[src/rtl/pdu_ctrl.sv]
// Debug/control unit for the single-cycle CPU: gates execution (run, single-step,
// PC breakpoint), owns the LED/segment/switch IO bus and counts retired instructions.
module pdu_ctrl #(
  parameter int SW_W  = 16,
  parameter int BRK_W = 32
) (
  input  logic             clk,
  input  logic             rst,
  input  logic             run,
  input  logic             step,
  input  logic             valid,
  input  logic [SW_W-1:0]  sw,
  input  logic             brk_en,
  input  logic [BRK_W-1:0] brk_pc,
  input  logic [BRK_W-1:0] pc,
  output logic             cpu_en,
  input  logic [7:0]       io_addr,
  input  logic [31:0]      io_dout,
  input  logic             io_we,
  output logic [31:0]      io_din,
  output logic [SW_W-1:0]  led,
  output logic [31:0]      seg,
  output logic             in_rdy,
  output logic [31:0]      instr_cnt,
  output logic [1:0]       state
);

  typedef enum logic [1:0] {
    IDLE = 2'd0,
    STEP = 2'd1,
    RUN  = 2'd2,
    BRK  = 2'd3
  } state_t;

  state_t          cur_state;
  logic            step_q;
  logic            valid_q;
  logic [SW_W-1:0] in_data;
  logic [31:0]     in_data_ext;
  logic            step_edge;
  logic            valid_edge;
  logic            hit;
  logic            io_wr;
  logic            ack;

  // A breakpoint hit suppresses the enable, so the instruction at brk_pc waits for a step.
  always_comb begin
    step_edge   = step & ~step_q;
    valid_edge  = valid & ~valid_q;
    hit         = brk_en & (pc == brk_pc);
    cpu_en      = (cur_state == STEP) | ((cur_state == RUN) & run & ~hit);
    io_wr       = io_we & cpu_en;
    ack         = io_wr & (io_addr == 8'h08);
    in_data_ext = '0;
    in_data_ext[SW_W-1:0] = in_data;
  end

  always_comb begin
    io_din = '0;
    case (io_addr)
      8'h08:   io_din = {31'b0, in_rdy};
      8'h0C:   io_din = in_data_ext;
      default: io_din = '0;
    endcase
  end

  // Edge registers follow the buttons during reset, so a button held through reset
  // (still 0 when released) never produces an edge on the way out.
  always_ff @(posedge clk) begin
    step_q  <= step;
    valid_q <= valid;
    if (rst) begin
      cur_state <= IDLE;
    end else begin
      unique case (cur_state)
        IDLE, BRK: if (step_edge) cur_state <= STEP;
        STEP:      cur_state <= run ? RUN : IDLE;
        RUN: begin
          if (hit)       cur_state <= BRK;
          else if (!run) cur_state <= IDLE;
        end
      endcase
    end
  end

  // A fresh switch latch outranks a same-cycle acknowledge.
  always_ff @(posedge clk) begin
    if (rst) begin
      led       <= '0;
      seg       <= '0;
      in_rdy    <= 1'b0;
      in_data   <= '0;
      instr_cnt <= '0;
    end else begin
      if (cpu_en) instr_cnt <= instr_cnt + 32'd1;
      if (io_wr) begin
        case (io_addr)
          8'h00:   led <= io_dout[SW_W-1:0];
          8'h04:   seg <= io_dout;
          default: ;
        endcase
      end
      if (valid_edge) begin
        in_data <= sw;
        in_rdy  <= 1'b1;
      end else if (ack) begin
        in_rdy  <= 1'b0;
      end
    end
  end

  assign state = cur_state;

endmodule
[config.mk]
export PLATFORM = sky130hd
export DESIGN_NAME = pdu_ctrl
export DESIGN_NICKNAME = d
export VERILOG_FILES = /design/src/rtl/pdu_ctrl.sv
export SDC_FILE = /design/constraint.sdc
export NUM_CORES = 1
export LEC_CHECK = 0
export BUFFER_PORTS_ARGS = -buffer_cell sky130_fd_sc_hd__clkbuf_2
export CORE_MARGIN = 4
export CORE_UTILIZATION = 36
export DETAILED_ROUTE_END_ITERATION = 12
export HOLD_SLACK_MARGIN = 0.02
export PLACE_DENSITY_LB_ADDON = 0.05
export SLEW_MARGIN = 25
export SYNTH_ARGS = -nofsm -noshare
export SYNTH_HDL_FRONTEND = slang
export SYNTH_SLANG_ARGS = --single-unit
[constraint.sdc]
create_clock -name clk -period 2.65 [get_ports clk]
set_input_delay 0.53 -clock clk [delete_from_list [all_inputs] [get_ports clk]]
set_output_delay 0.53 -clock clk [all_outputs]
set_load 0.005 [all_outputs]
# ---- Word-level counts from Yosys, hierarchy flattened
# Cells that the tools add are included.
dict set report op_classes {
  n_mux 8
  eq_ne 9
  addsub 1
  reduce_logical 7
  n_bitwise 11
}
# operator count
set ops {}
lappend ops {{32-bit by 1-bit adder with 32-bit output (second input constant)} 1}
lappend ops {{32-bit == test} 1}
lappend ops {{16-bit one-hot mux with 2 select lines} 1}
lappend ops {{8-bit by 4-bit == test with 1-bit output (second input constant)} 2}
lappend ops {{8-bit by 3-bit == test with 1-bit output (second input constant)} 1}
lappend ops {{8-bit logical NOT} 1}
lappend ops {{2-bit two-way mux} 4}
lappend ops {{1-bit AND} 7}
lappend ops {{2-bit one-hot mux with 3 select lines} 1}
lappend ops {{2-bit AND reduction} 3}
lappend ops {{2-bit == test (second input constant)} 2}
lappend ops {{3-bit != test (second input constant)} 1}
lappend ops {{1-bit inverter} 3}
lappend ops {{2-bit by 1-bit == test with 1-bit output (second input constant)} 1}
lappend ops {{2-bit logical NOT} 1}
lappend ops {{1-bit two-way mux} 2}
lappend ops {{2-bit != test (second input constant)} 1}
lappend ops {{2-bit nonzero test} 1}
lappend ops {{2-bit OR reduction} 1}
lappend ops {{1-bit OR} 1}
dict set report totals {
  register_bits 101
  word_cells 44
  output_inout_bits 116
  in_bits 127
}

# ---- Longest topological paths before layout
# Gate-level depths: netlist of the first run.
dict set report logic_depth {
  ltp_word 9
  ltp_mapped 10
}

# ---- Least setup slack after synthesis of the first run
# No wires, ideal clock.
dict set report synth_path {
  kind {input-to-output}
  startpoint {input port brk_pc[28]}
  endpoint {output port cpu_en}
  arrival_ps 1778
  stages 7
  path_buffers 2
  path_slack_ps 342
  cell_sequence {xnor2_1 > nand4_1 > nor4_4 > a31o_1 > buf_6 > inv_2 > buf_6}
}
dict set report synth_between {
  elab_chain_len 5
}
# element line
set synth_lines {}
lappend synth_lines {{from (decl)} 14} ;# input logic [BRK_W-1:0] brk_pc,
lappend synth_lines {{32-bit == test} 50} ;# hit = brk_en & (pc == brk_pc);
lappend synth_lines {{1-bit AND} 50}
lappend synth_lines {{1-bit inverter} 51} ;# cpu_en = (cur_state == STEP) | ((cur_state == RUN) & run & ~hit);
lappend synth_lines {{1-bit AND} 51}
lappend synth_lines {{1-bit OR} 51}
lappend synth_lines {{to (decl)} 16} ;# output logic cpu_en,
# No other way between the ends.

# ---- Worst setup path after layout of the first run
dict set report layout_path {
  startpoint {input port brk_pc[15]}
  endpoint {output port cpu_en}
}
# The elaborated chain is that of the path after synthesis.

==> impl_metrics.py, run 1 <==
metrics = {
    "sta": {
        "skew_ps": 8.39,
        "max_freq_mhz": 397,
        "timing.final.max_slew_violations": 0,
        "finalCritPeriodShare_pct": 95.1,
        "slew_headroom_pct": 50.4,
        "unrepaired_setup_endpoints_after_global_routing": "false",
        "setup_viol_count_final": 0,
        "period_minus_slack_ps": 2520,
        "final.setup.tns_ps": 0,
        "hold_violations": 0,
        "slew_at_the_pin_with_the_worst_max_slew_slack_ps": 744,
    },
    "setup_path": {
        "crit_path_launch": "brk_pc[15]",
        "crit_type": "in -> out",
        "worst_setup_path_end_kind": "primary output",
        "worst_ep_required_time_ps": 2120,
        "path_max_fanout": 12,
        "timing.critical_path.arrival_ps": 1990,
        "startpoint_type": "input pin",
        "reg2reg_from": "instr_cnt[4]",
    },
    "route": {
        "sum_of_routed_wire_length_over_all_layers_um": 14400,
        "detailedRoute.firstPassIterationCount": 5,
        "drt_drc_violations_left": 0,
        "wl_met2_um": 7290,
        "drt.antenna.violating_nets": 0,
        "met1Wirelength_um": 5820,
        "route.top_layer_used": "met4",
        "vias": 4825,
        "drt-initial-drc-count": 219,
        "wire_length_on_met3_um": 1080,
        "vias_per_cell": 4.98,
        "routedWlPerCell_um": 14.9,
    },
    "floorplanning": {
        "floorplan.core_area_mm2": 0.0133,
        "die_width_um": 125,
        "die_h_um": 125,
        "initial_utilization_pct": 37.2,
        "floorplan.io_pins": 243,
        "dieArea_mm2": 0.0157,
        "rows": 42,
    },
    "cts": {
        "tritoncts": "yes",
        "cts_buffers": 9,
        "clk_latency_ps": 350,
        "clock_input_transition_at_the_sequential_cells_of_the_worst_setup_and_hold_paths_ps": 70,
        "h-tree-depth": 3,
        "root_driver": "clkbuf_16",
        "clock_sinks": 101,
        "cts_hold_repair.buffers": 0,
        "max-clock-path-buffers": 2,
    },
    "grt": {
        "vias_in_the_first_global_route": 4831,
        "grt-ovfl-total": 0,
        "grt_pass1_wl_um": 23300,
        "grt_start_max_net_pins": 56,
        "antenna_found_initial": 0,
        "groute.usage.overall_pct": 17.8,
    },
    "synth": {
        "syn_area_mm2": 0.00496,
        "number_of_warnings_reported_in_the_yosys_synthesis_log": 0,
        "synth.lib_cells_used.distinct": 56,
        "netlist_instances": 569,
        "synth_async_sr_flop_share_pct": 0,
        "synth_enable_flop_cells": 0,
        "dominantRegCellSynth": "dfxtp_1",
        "synth_area_per_cell_um2": 8.73,
        "synth-seq-cells": 101,
        "yosysSeqAreaShare_pct": 40.7,
    },
    "placed_design": {
        "dp.final_hpwl_um": 11000,
        "routabilityCongestion": 0.796,
        "numPortBuffers": 226,
        "place_inst": 953,
    },
    "pwr": {
        "worst_ir_drop_vdd_mv": 0.585,
        "total_leakage_power_nw": 2.78,
        "power.density_cell_area_mw_per_mm2": 514,
    },
    "finish": {
        "multi_input_area_mm2": 0.00264,
        "final-instance-count-excl-fill": 969,
        "final_net_count": 918,
        "fillerInstances": 1356,
        "synthToLayoutAreaGrowth_pct": 32.3,
        "seq_area_mm2": 0.00202,
        "drive_above_1_share_pct": 35.4,
        "antenna_cells_inserted": 0,
    },
    "status": {
        "outcome": "completed",
    },
    "hold_path": {
        "min-delay-start": "step",
        "min-delay-path-class": "in -> reg",
    },
    "job": {
        "maxCapViolations": 0,
    },
}
==> placed cells by master, fill, tap and decap left out, types with 16 or more instances in the layout <==
cell / instances
clkbuf_2: 225
dfxtp_1: 101
nand2_1: 64
a21oi_1: 60
nor2_1: 47
mux2i_1: 34
xnor2_1: 31
nand3_1: 27
and2_1: 17
conb_1: 16
==> worst max-delay path, stage by stage <==
cell,delay [ps]
clkbuf_2,90
xnor2_1,160
nand4_1,190
nor4_4,430
a31o_1,280
inv_2,160
clkbuf_2,150
==> flip-flops by register name (all words and copies together), names as in the netlist <==
name	cells
state	2
led	16
seg	32
instr_cnt	32
step_q	1
in_data	16
in_rdy	1
valid_q	1
==> where the power goes <==
part | switching, W | leakage [nW] | internal (W)
Sequential | 0.0000164 | 0.817 | 0.00154
Clock | 0.000611 | 0.159 | 0.000844
Combinational | 0.000200 | 1.80 | 0.000163
Total | 0.000827 | 2.78 | 0.00255
==> logic make-up after synthesis <==
family,count (synthesis),synth area share [%]
buf+inv,65,7.86
mux,38,7.76
fa+ha+maj,3,0.756
flops,101,40.7
simple gates,227,24.0
compound gates,101,13.0
xor+xnor,33,5.82
other cells,1,0.0755
==> area by class of cell <==
class | count | share of cell area, %
clock buffer | 9 | 3.43
clock inverter | 7 | 1.60
inverter | 16 | 0.915
multi-input combinational | 418 | 40.2
sequential | 101 | 30.8
tap | 176 | 3.35
timing repair buffer | 242 | 19.7
==> worst paths after layout <==
check / endpoint / cells past startpoint / slack (ps)
max: cpu_en / 7 / 130
min: step_q / 1 / 300
max reg2reg: instr_cnt[25] / 7 / 360
min reg2reg: in_data[14] / 2 / 450
==> metal layers <==
metal	vias to the layer above	global-route usage, %
li1	2402	-
met1	2266	20.3
met2	142	30.9
met3	15	7.38
met4	0	4.27
met5	-	0
==> metrics by stage <==
stage                     cell area [µm²]  utilization (%)  power, W  setup WS [ps]  hold WS [ps]
after floorplan                      5020                -   0.00181            342           432
after global placement               6210             46.5   0.00194            151           439
after detailed placement             6220             46.6   0.00195            111           442
after CTS                            6550             49.1   0.00342           46.0           283
after global routing                 6570             49.2   0.00352           8.04           285
final                                6570             49.2   0.00337            131           300
==> synthesized netlist by cell type, types with 2 or more instances <==
library cell	count	area [µm²]
buf_6	6	67.6
and2_1	17	106
nor2_1	48	180
nor4_1	3	18.8
clkbuf_8	2	27.5
o2111ai_1	5	43.8
and2_2	2	15.0
or3_1	2	12.5
nand2_1	64	240
xor2_1	2	17.5
clkbuf_1	17	63.8
buf_2	2	10.0
nor3_1	5	25.0
nand3_1	27	135
a31o_2	3	26.3
ha_1	3	37.5
a311oi_1	2	17.5
nor2b_1	5	31.3
and3_2	3	22.5
and4_1	2	17.5
or4_1	15	113
mux2i_1	34	340
o21ai_0	5	25.0
and3_1	5	31.3
a21oi_1	60	300
and4_4	2	22.5
xnor2_1	31	272
inv_1	15	56.3
a41o_1	5	50.1
nand4_1	13	81.3
buf_4	18	135
nand2b_1	4	25.0
buf_1	3	11.3
dfxtp_1	101	2020
o31ai_1	15	113
mux2_2	3	33.8
==> timing repair <==
action	in CTS	in global routing
gates resized for setup	1	2
pin swaps	0	1
setup endpoints to repair	1	1
buffers inserted	0	0
hold endpoints to repair	0	0
Power figures use the tool's default switching activity.
==> run 2, diff against run 1 <==
==> constraint.sdc (replaced) <==
create_clock -name clk -period 2.1 [get_ports clk]
set_input_delay 0.42 -clock clk [delete_from_list [all_inputs] [get_ports clk]]
set_output_delay 0.42 -clock clk [all_outputs]
set_load 0.005 [all_outputs]
==> run 2 against run 1 <==
Setup slack worse by 73 ps; final cell count up 4.5%; critical path type is now reg -> reg; largest cell class unchanged; sequential power is 26% higher; routed wire length is 6.0% higher; critical path depth up 2; clock-buffer cell count grew 1; power increased by 22%.
==> impl_metrics.py, run 2 (synthesis gave the netlist of run 1 again) <==
metrics = {
    "floorplanning": {
        "die_width_um": 125,
        "dieArea_mm2": 0.0157,
        "floorplan.io_pins": 243,
        "rows": 42,
        "die_h_um": 125,
        "floorplan.core_area_mm2": 0.0133,
        "initial_utilization_pct": 37.2,
    },
    "hold_path": {
        "min-delay-path-class": "in -> reg",
        "min_delay_path_depth": 1,
    },
    "placed_design": {
        "numPortBuffers": 226,
        "dp.final_hpwl_um": 11600,
        "routabilityCongestion": 0.811,
        "dpl_cell_area_mm2": 0.00648,
    },
    "cts": {
        "h-tree-depth": 3,
        "clock_input_transition_at_the_sequential_cells_of_the_worst_setup_and_hold_paths_ps": 70,
        "cts_buffers": 9,
        "clock_sinks": 101,
        "root_driver": "clkbuf_16",
        "tritoncts": "yes",
        "max-clock-path-buffers": 2,
        "cts_hold_repair.buffers": 0,
        "clk_latency_ps": 340,
    },
    "sta": {
        "final.setup.tns_ps": 0,
        "setup_viol_count_final": 0,
        "max_freq_mhz": 490,
        "hold-worst-slack_ps": 193,
        "hold_violations": 0,
        "finalCritPeriodShare_pct": 97.3,
        "skew_ps": 4.36,
        "timing.final.max_slew_violations": 0,
        "slew_headroom_pct": 65.3,
        "slew_at_the_pin_with_the_worst_max_slew_slack_ps": 520,
        "unrepaired_setup_endpoints_after_global_routing": "true",
        "period_minus_slack_ps": 2040,
    },
    "finish": {
        "largestRegisters": "instr_cnt x32, seg x32",
        "mostFrequentLayoutCells": "clkbuf_2, dfxtp_1, nand2_1",
        "synthToLayoutAreaGrowth_pct": 41.2,
        "post-route-cell-area_mm2": 0.00701,
        "drive_above_1_share_pct": 41.7,
        "antenna_cells_inserted": 0,
        "final_core_util_pct": 52.5,
        "fillerInstances": 1306,
        "mostFrequentLayoutCell": "clkbuf_2",
        "final_net_count": 962,
    },
    "pwr": {
        "power.density_cell_area_mw_per_mm2": 589,
        "total_leakage_power_nw": 3.02,
        "worst_ir_drop_vdd_mv": 0.426,
    },
    "grt": {
        "grt.met2_usage_pct": 31.5,
        "groute.usage.overall_pct": 18.3,
        "grt-ovfl-total": 0,
        "grt_pass1_wl_um": 23600,
        "grt_start_max_net_pins": 51,
        "global_route.peak_usage_layer": "met2",
        "antenna_found_initial": 0,
        "groute.layer.met3.usage_pct": 3.88,
        "vias_in_the_first_global_route": 4777,
        "groute.layer.met1.usage_pct": 22.5,
    },
    "setup_path": {
        "startpoint_type": "register",
        "crit_type": "reg -> reg",
        "worstRegToRegCells": 9,
        "path_max_fanout": 11,
        "worst_setup_path_end_kind": "register",
        "worst_ep_required_time_ps": 2370,
        "timing.critical_path.arrival_ps": 2320,
    },
    "route": {
        "vias": 4968,
        "vias_per_cell": 4.90,
        "routedWlPerCell_um": 15.1,
        "sum_of_routed_wire_length_over_all_layers_um": 15300,
        "drt_drc_violations_left": 0,
        "drt.antenna.violating_nets": 0,
        "drt-initial-drc-count": 267,
        "detailedRoute.firstPassIterationCount": 5,
    },
    "job": {
        "maxCapViolations": 0,
    },
    "status": {
        "outcome": "completed",
    },
}
run 2: report_power, final:
| group | internal, W | switching [W] |
|---|---|---|
| clock | 0.000813 | 0.000757 |
| combinational | 0.000310 | 0.000287 |
| sequential | 0.00194 | 0.0000217 |
| total | 0.00307 | 0.00107 |
run 2: repair_timing:
| item | 4_1_cts | 5_1_grt |
|---|---|---|
| endpoints found under the setup margin | 16 | 31 |
| setup buffers | 1 | 10 |
| resized for setup | 9 | 31 |
| cloned | 1 | 2 |
| pin swaps | 5 | 13 |
run 2: stage by stage:
stage / total power (W) / setup WS, ps / instances
floorplan: 0.00228 / 2.77 / 584
global placement: 0.00253 / -235 / 984
detailed placement: 0.00254 / -283 / 984
CTS: 0.00411 / -7.49 / 1001
global route: 0.00432 / -22.9 / 1013
finish: 0.00413 / 57.6 / 1013
run 2: cell type report:
cell class	instances	area [µm²]	area share, %
Multi-Input combinational cell	418	2740	39.0
Sequential cell	101	2030	29.0
Timing Repair Buffer	286	1690	24.0
Clock buffer	10	229	3.27
Tap cell	176	220	3.14
Inverter	16	62.6	0.892
Clock inverter	6	46.3	0.660
run 2: critical path, stage by stage, from the launching register on:
cell,delay (ps)
dfxtp_2,340
inv_1,60
ha_2,190
and2_4,140
nor2_1,50
a31o_4,240
buf_4,150
clkbuf_16,160
or3_2,460
a21oi_2,170
run 2: final timing paths:
check / slack (ps) / end / startpoint
max: 60 / instr_cnt[14] / state[0]
min: 190 / step_q / step
max reg2reg: 60 / instr_cnt[14] / state[0]
min reg2reg: 460 / in_data[11] / in_data[11]
run 2: layer usage:
layer / part of all wire (%) / vias to the layer above
met4: 1.7 / 0
met1: 44 / 2270
met3: 5.9 / 18
met5: 0 / -
met2: 49 / 183
li1: - / 2497
